[src/rtl/uart_frame_rx.sv]
// rtl/uart_frame_rx.sv - UART frame parser: SOF/LEN/payload/XOR-checksum, buffered stream out
module uart_frame_rx #(
  parameter int          MAX_LEN = 16,
  parameter int          TIMEOUT = 4096,
  parameter logic [7:0]  SOF     = 8'hA5
) (
  input  logic       clk,
  input  logic       reset,
  input  logic       fifo_empty,
  input  logic [7:0] fifo_dout,
  output logic       fifo_rd,
  output logic [7:0] m_data,
  output logic       m_valid,
  input  logic       m_ready,
  output logic       m_last,
  output logic       frame_ok,
  output logic       frame_err,
  output logic [1:0] err_code
);

  localparam int IW = (MAX_LEN > 1) ? $clog2(MAX_LEN) : 1;
  localparam int TW = $clog2(TIMEOUT + 1);
  localparam logic [7:0]    MAX_LEN_B = 8'(MAX_LEN);
  localparam logic [TW-1:0] TMO_LAST  = TW'(TIMEOUT - 1);

  localparam logic [2:0] S_HUNT    = 3'd0;
  localparam logic [2:0] S_LEN     = 3'd1;
  localparam logic [2:0] S_PAYLOAD = 3'd2;
  localparam logic [2:0] S_CHK     = 3'd3;
  localparam logic [2:0] S_EMIT    = 3'd4;

  logic [2:0]    state;
  logic          pending;
  logic [7:0]    len;
  logic [7:0]    chk;
  logic [7:0]    idx;
  logic [7:0]    out_idx;
  logic [TW-1:0] tcnt;
  logic [7:0]    buf_mem [0:(1<<IW)-1];

  logic fetch_state;
  logic timed_state;
  logic tmo_hit;

  assign fetch_state = (state != S_EMIT);
  assign timed_state = (state == S_LEN) || (state == S_PAYLOAD) || (state == S_CHK);
  assign tmo_hit     = timed_state && !pending && (tcnt == TMO_LAST);

  // Data and last are gated by valid so they read 0 outside EMIT.
  assign m_data = m_valid ? buf_mem[out_idx[IW-1:0]] : 8'h00;
  assign m_last = m_valid && (out_idx == len - 8'd1);

  always_ff @(posedge clk) begin
    if (pending && state == S_PAYLOAD)
      buf_mem[idx[IW-1:0]] <= fifo_dout;
  end

  always_ff @(posedge clk or posedge reset) begin
    if (reset) begin
      state     <= S_HUNT;
      pending   <= 1'b0;
      fifo_rd   <= 1'b0;
      len       <= 8'h00;
      chk       <= 8'h00;
      idx       <= 8'h00;
      out_idx   <= 8'h00;
      tcnt      <= '0;
      m_valid   <= 1'b0;
      frame_ok  <= 1'b0;
      frame_err <= 1'b0;
      err_code  <= 2'd0;
    end else begin
      frame_ok  <= 1'b0;
      frame_err <= 1'b0;
      fifo_rd   <= 1'b0;
      // fifo_rd is registered, so pending covers the cycle the byte is on fifo_dout.
      pending   <= fifo_rd;
      if (fetch_state && !fifo_rd && !pending && !fifo_empty)
        fifo_rd <= 1'b1;

      if (pending || !timed_state)
        tcnt <= '0;
      else
        tcnt <= tcnt + TW'(1);

      case (state)
        S_HUNT: begin
          if (pending && fifo_dout == SOF)
            state <= S_LEN;
        end
        S_LEN: begin
          if (pending) begin
            if (fifo_dout == 8'h00 || fifo_dout > MAX_LEN_B) begin
              frame_err <= 1'b1;
              err_code  <= 2'd1;
              state     <= S_HUNT;
            end else begin
              len   <= fifo_dout;
              chk   <= fifo_dout;
              idx   <= 8'h00;
              state <= S_PAYLOAD;
            end
          end else if (tmo_hit) begin
            frame_err <= 1'b1;
            err_code  <= 2'd3;
            state     <= S_HUNT;
          end
        end
        S_PAYLOAD: begin
          if (pending) begin
            chk <= chk ^ fifo_dout;
            idx <= idx + 8'd1;
            if (idx + 8'd1 == len)
              state <= S_CHK;
          end else if (tmo_hit) begin
            frame_err <= 1'b1;
            err_code  <= 2'd3;
            state     <= S_HUNT;
          end
        end
        S_CHK: begin
          if (pending) begin
            if (fifo_dout != chk) begin
              frame_err <= 1'b1;
              err_code  <= 2'd2;
              state     <= S_HUNT;
            end else begin
              frame_ok <= 1'b1;
              m_valid  <= 1'b1;
              out_idx  <= 8'h00;
              state    <= S_EMIT;
            end
          end else if (tmo_hit) begin
            frame_err <= 1'b1;
            err_code  <= 2'd3;
            state     <= S_HUNT;
          end
        end
        S_EMIT: begin
          if (m_valid && m_ready) begin
            if (out_idx == len - 8'd1) begin
              m_valid <= 1'b0;
              state   <= S_HUNT;
            end else begin
              out_idx <= out_idx + 8'd1;
            end
          end
        end
        default: state <= S_HUNT;
      endcase
    end
  end

endmodule

[config.mk]
export PLATFORM = sky130hd
export DESIGN_NAME = uart_frame_rx
export DESIGN_NICKNAME = d
export VERILOG_FILES = /design/src/rtl/uart_frame_rx.sv
export SDC_FILE = /design/constraint.sdc
export NUM_CORES = 1
export LEC_CHECK = 0
export BUFFER_PORTS_ARGS = -buffer_cell sky130_fd_sc_hd__buf_2
export CAP_MARGIN = 25
export CORE_UTILIZATION = 26
export CTS_CLUSTER_SIZE = 20
export DETAILED_ROUTE_END_ITERATION = 6
export GPL_TIMING_DRIVEN = 1
export PLACE_DENSITY = 0.5
export SETUP_SLACK_MARGIN = 0.2
export SKIP_CTS_REPAIR_TIMING = 1
export SLEW_MARGIN = 20
export SYNTH_ARGS = -nofsm -noshare
export SYNTH_HDL_FRONTEND = slang
export SYNTH_SLANG_ARGS = --single-unit
[constraint.sdc]
create_clock -name clk -period 3.5 [get_ports clk]
set_clock_uncertainty 0.1 [all_clocks]
set_input_delay 0.175 -clock clk [delete_from_list [all_inputs] [get_ports clk]]
set_output_delay 0.175 -clock clk [all_outputs]
set_load 0.1 [all_outputs]
## Yosys cells after proc, flatten, opt, wreduce, memory -nomap -nowiden

Memory sizes are Yosys's and may differ from the RTL's.
Index checks and enable logic that the tools add are counted.

| word-level totals | value |
|---|---|
| bits in registers | 55 |
| bits in writable memories | 128 |
| input port bits | 12 |
| logic and storage cells | 122 |
| memories kept | 1 |

| cells by class | value |
|---|---|
| add/sub/neg operators | 4 |
| $lt $le $gt $ge | 1 |
| equal/unequal tests | 23 |
| mux-type cells | 51 |
| bitwise logic cells | 2 |
| reductions and logical operators | 28 |

Memory list:

| name | words | bits a word | rd ports | clocked after memory_dff | wr ports | RTL line | source |
|---|---|---|---|---|---|---|---|
| buf_mem | 16 | 8 | 1 | 0 | 1 | 39 | `logic [7:0] buf_mem [0:(1<<IW)-1];` |

Operators with widths:

| cell | number |
|---|---|
| two-way mux 8 bit | 11 |
| one-hot mux 8 bit (2 select lines) | 3 |
| two-way mux 3 bit | 9 |
| inequality test 2 bit, second input constant | 10 |
| adder 8 x 1 -> 8 bit, second input constant | 2 |
| equality test 8 bit | 2 |
| two-way mux 1 bit | 16 |
| one-hot mux 3 bit (5 select lines) | 1 |
| two-way mux 2 bit | 7 |
| adder 13 x 1 -> 13 bit, second input constant | 1 |
| equality test 13 x 12 -> 1 bit, second input constant | 1 |
| two-way mux 13 bit | 1 |
| AND reduction 4 bit | 3 |
| AND reduction 5 bit | 2 |
| logical AND 1 bit | 9 |
| inequality test 3 x 2 -> 1 bit, second input constant | 3 |
| equality test 8 bit, second input constant | 1 |
| > comparator 8 x 5 -> 1 bit, second input constant | 1 |
| zero test 8 bit | 1 |
| inequality test 8 bit | 1 |
| subtractor 8 x 1 -> 8 bit, second input constant | 1 |
| XOR 8 bit | 1 |
| equality test 3 x 2 -> 1 bit, second input constant | 2 |
| one-hot mux 2 bit (3 select lines) | 1 |
| other kinds (12) | 19 |

## Longest topological paths before layout

| depth | value |
|---|---|
| depth in word-level cells | 8 |
| gate-level depth with buffers | 9 |
| gate-level depth less buffers | 8 |

## Worst setup path after synthesis

OpenSTA, ideal clock, no wires.

| path | value |
|---|---|
| path type | register -> output |
| start point | register len[0] |
| end point | output port m_last |
| arrival time | 2.734 ns |
| data required time | 3.225 ns |
| slack | 0.491 ns |
| cell stages (with the launch flop) | 9 |
| cell sequence | dfrtp_1 inv_1 ha_1 or3b_1 nor3_1 xnor2_1 a2111oi_4 buf_6 and2_1 |

| on the way | value |
|---|---|
| word-level cells in the longest chain between the ends | 3 |

Ends and longest elaborated chain:

| item | RTL line | source |
|---|---|---|
| start: declaration | 34 | `logic [7:0] len;` |
| start signal: assignment | 98 | `len <= fifo_dout;` |
| subtractor 8 x 1 -> 8 bit | 51 | `assign m_last = m_valid && (out_idx == len - 8'd1);` |
| equality test 8 bit | 51 |  |
| logical AND 1 bit | 51 |  |
| end: declaration | 15 | `output logic m_last,` |

No other way between the ends.

## Worst setup path after layout

| path | value |
|---|---|
| start point | register out_idx[0] |
| end point | output port m_data[6] |

| on the way | value |
|---|---|
| word-level cells in the longest chain between the ends | 2 |

Ends and longest elaborated chain:

| item | RTL line | source |
|---|---|---|
| start: declaration | 37 | `logic [7:0] out_idx;` |
| start signal: assignment | 145 | `out_idx <= out_idx + 8'd1;` |
| memory read (16 x 8 bit) | - |  |
| two-way mux 8 bit | 50 | `assign m_data = m_valid ? buf_mem[out_idx[IW-1:0]] : 8'h00;` |
| end: declaration | 12 | `output logic [7:0] m_data,` |

No other way between the ends.

==> impl_metrics.toml <==
[setup_path]
cp_top_family = "multiplexers"
cpMostUsedCell = "mux4_2"
cp_max_fo = 14
cp.arrival_ps = 2810
cp.required_ps = 3220
end_kind = "output port"
startpoint = "out_idx[0]$_DFFE_PP0P_"
slowest_delay_ps = 600
path_class = "reg -> out"
critical_path_buf_inv_count = 2
worstPathCellList = "buf_4, mux4_2, mux4_2, and2_1, buf_2"
startpoint_type = "flop"
critPathSlowestCell = "dfrtp_4"
timing.rr.start = "len[0]$_DFFE_PP0P_"

[final_layout]
antennaDiodeCount = 0
stdcell_count = 987
area_delta_synth_final_pct = 14.91
drive_gt1_share_pct = 20.64
utilization_pct = 30.51
nNetsFinal = 597

[floorplan]
num_rows = 64
core_sq_um = 30750
ioPinCount = 27
fp.dieArea_sq_um = 32110
initial_core_util_pct = 26.55
die_w_microns = 179.2
die_h_microns = 179.2

[global_routing]
antenna_found_initial = 0
grt_start_max_net_pins = 45
grt_overflow = 0
grt_usage_pct = 11.87
grt_pass1_vias = 4868
grt_pass1_wl_mm = 28.06

[timing]
fin_crit_ps = 3087
rsz0062_at_grt = "no"
setup-tns-final_ps = 0
tightest_slew_ps = 900.5
setup_viol = 0
finalCritPeriodShare_pct = 88.20
max_freq_mhz = 323.9
timing.final.ws_setup_ps = 413.0
hold_viol_final = 0
relSlewSlack_pct = 39.75
finalMaxSlewViolations = 0

[route]
drtIter0Drc = 330
drc = 2
drt-total-wl_mm = 17.59
wl_per_cell_microns = 17.82
ant_nets = 0
dr_total_vias = 4634
drt_first_pass_iters = 7
viasPerCell = 4.695

[logic_synthesis]
ys.flop_type = "edfxtp_1"
synth-seq-cells = 183
syn_inst = 551
ys_seq_area_share_pct = 63.94
synth_edf_count = 128
netlist_area_sq_um = 8164
syn_area_per_cell_sq_um = 14.82
syn-num-nets = 570
yosys_warnings = 0
yosysTopAreaCellShare_pct = 47.08
yosys-top-cells-area = "edfxtp_1, dfrtp_1, mux4_2"
synth_cell_types = 50
synthArstFlopShare_pct = 30.05
yosys.area.top_type = "edfxtp_1"

[hold_path]
min_from = "fifo_dout[2]"
min_path_type = "in -> reg"

[power]
power.total_mw = 5.427
pwr_density_cell_nw_per_um2 = 578.5
p_leak_nw = 3.340
ir_drop_v = 0.0003197

[clock_network]
clockBufferDepth = 2
htreeDepth = 4
cts-root-buf = "clkbuf_16"
cts_tree = "done"
cts_buffers = 17
clk_latency_ps = 430
clk_pin_slew_ps = 80
clkSinkCount = 183

[placed_design]
dp_slack_ps = 708.4
io_buffer_count = 26
place_hpwl_mm = 12.00
place.gp.congestion = 0.7707
dp_cells = 951

[run_status]
status = "complete, but fails checks"
violations = "design-rule violations"

[job]
drv_cap = 0
[flip-flops by register name, summed over array words and instances (netlist names)]
signal	count
frame_err	1
pending	1
buf_mem	128
state	3
tcnt	13
m_valid	1
out_idx	8
idx	8
len	8
frame_ok	1
chk	8
err_code	2
fifo_rd	1
[cell usage after synthesis (2+ instances only)]
cell / instances
edfxtp_1: 128
dfrtp_1: 55
mux4_2: 40
and2_1: 27
nor2_1: 27
a21oi_1: 25
nand2_1: 25
xnor2_1: 25
clkbuf_1: 24
nand3_1: 24
o21ai_0: 17
xor2_1: 15
o21ai_1: 10
and3_1: 9
inv_1: 9
nand4_1: 9
or3_1: 9
ha_1: 7
nor3_1: 7
mux2_2: 5
nor4_1: 5
o211ai_1: 5
or4_1: 4
and4_1: 3
buf_2: 3
a2111oi_4: 2
a21o_1: 2
a22oi_1: 2
buf_1: 2
buf_6: 2
nand2b_1: 2
nand3b_1: 2
nor3b_1: 2
o31ai_1: 2
[routing by layer]
layer	track usage, %	part of all wire (%)
met5	0	0
met4	3.011	0.53
met3	2.587	2.8
met2	18.87	48
met1	16.36	48
[cell usage in the layout, fill, tap and decap left out, types with 2 or more instances in the layout]
master / Yosys / routed
edfxtp_1: 128 / 128
dfrtp_1: 55 / 54
mux4_2: 40 / 40
and2_1: 27 / 27
nor2_1: 27 / 27
nand2_1: 25 / 25
xnor2_1: 25 / 25
a21oi_1: 25 / 25
buf_2: 3 / 25
nand3_1: 24 / 24
o21ai_0: 17 / 17
clkbuf_16: 0 / 17
xor2_1: 15 / 15
o21ai_1: 10 / 10
buf_4: 0 / 10
or3_1: 9 / 9
nand4_1: 9 / 9
and3_1: 9 / 9
inv_1: 9 / 8
nor3_1: 7 / 7
ha_1: 7 / 7
nor4_1: 5 / 5
mux2_2: 5 / 5
o211ai_1: 5 / 5
inv_8: 0 / 5
or4_1: 4 / 4
clkinv_8: 0 / 4
and4_1: 3 / 3
clkinvlp_4: 0 / 3
dlygate4sd3_1: 0 / 3
nor3b_1: 2 / 2
nand2b_1: 2 / 2
o31ai_1: 2 / 2
nand3b_1: 2 / 2
a2111oi_4: 2 / 2
a22oi_1: 2 / 2
a21o_1: 2 / 2
buf_12: 0 / 2
[cells by family (layout without fill, tap and decap cells)]
| family | after synthesis | in the layout | synth area share [%] |
|---|---|---|---|
| compound gates | 71 | 71 | 5.625 |
| xor+xnor | 40 | 40 | 4.291 |
| fa+ha+maj | 7 | 7 | 1.073 |
| buf+inv | 41 | 81 | 2.253 |
| flops | 183 | 183 | 63.94 |
| mux | 46 | 46 | 11.85 |
| simple gates | 163 | 163 | 10.97 |
[through the flow]
stage	hold slack (ps)	cell area, sq um
2_1_floorplan	146.0	8164
3_3_place_gp	31.84	8743
3_5_place_dp	37.95	8743
4_1_cts	-423.3	9341
5_1_grt	5.123	9382
6_report	35.70	9382
[power by group]
part	total (mW)	switching [mW]	internal, mW
sequential	2.66	0.194	2.47
clock	1.90	0.935	0.969
combinational	0.863	0.533	0.331
[final timing paths]
path,slack (ps),to,depth (start not counted)
max in group asynchronous,2300,chk[1]$_DFFE_PP0P_,4
setup reg to reg,920,m_valid$_DFFE_PP0P_,9
hold reg to reg,310,pending$_DFF_PP0_,0
min in group asynchronous,130,m_valid$_DFFE_PP0P_,3
hold / removal,40,buf_mem[3][2]$_DFFE_PP_,1
setup / recovery,410,m_data[6],5
[final cells by class]
cell class | instances | area [sq um]
multi-input combinational | 327 | 2760
clock inverter | 14 | 168.9
timing repair buffer | 40 | 270.3
inverter | 9 | 33.78
fill | 3059 | 21370
sequential | 183 | 5224
clock buffer | 18 | 429.2
tap | 396 | 495.5
Note: power is estimated with default switching activity, not from simulation.
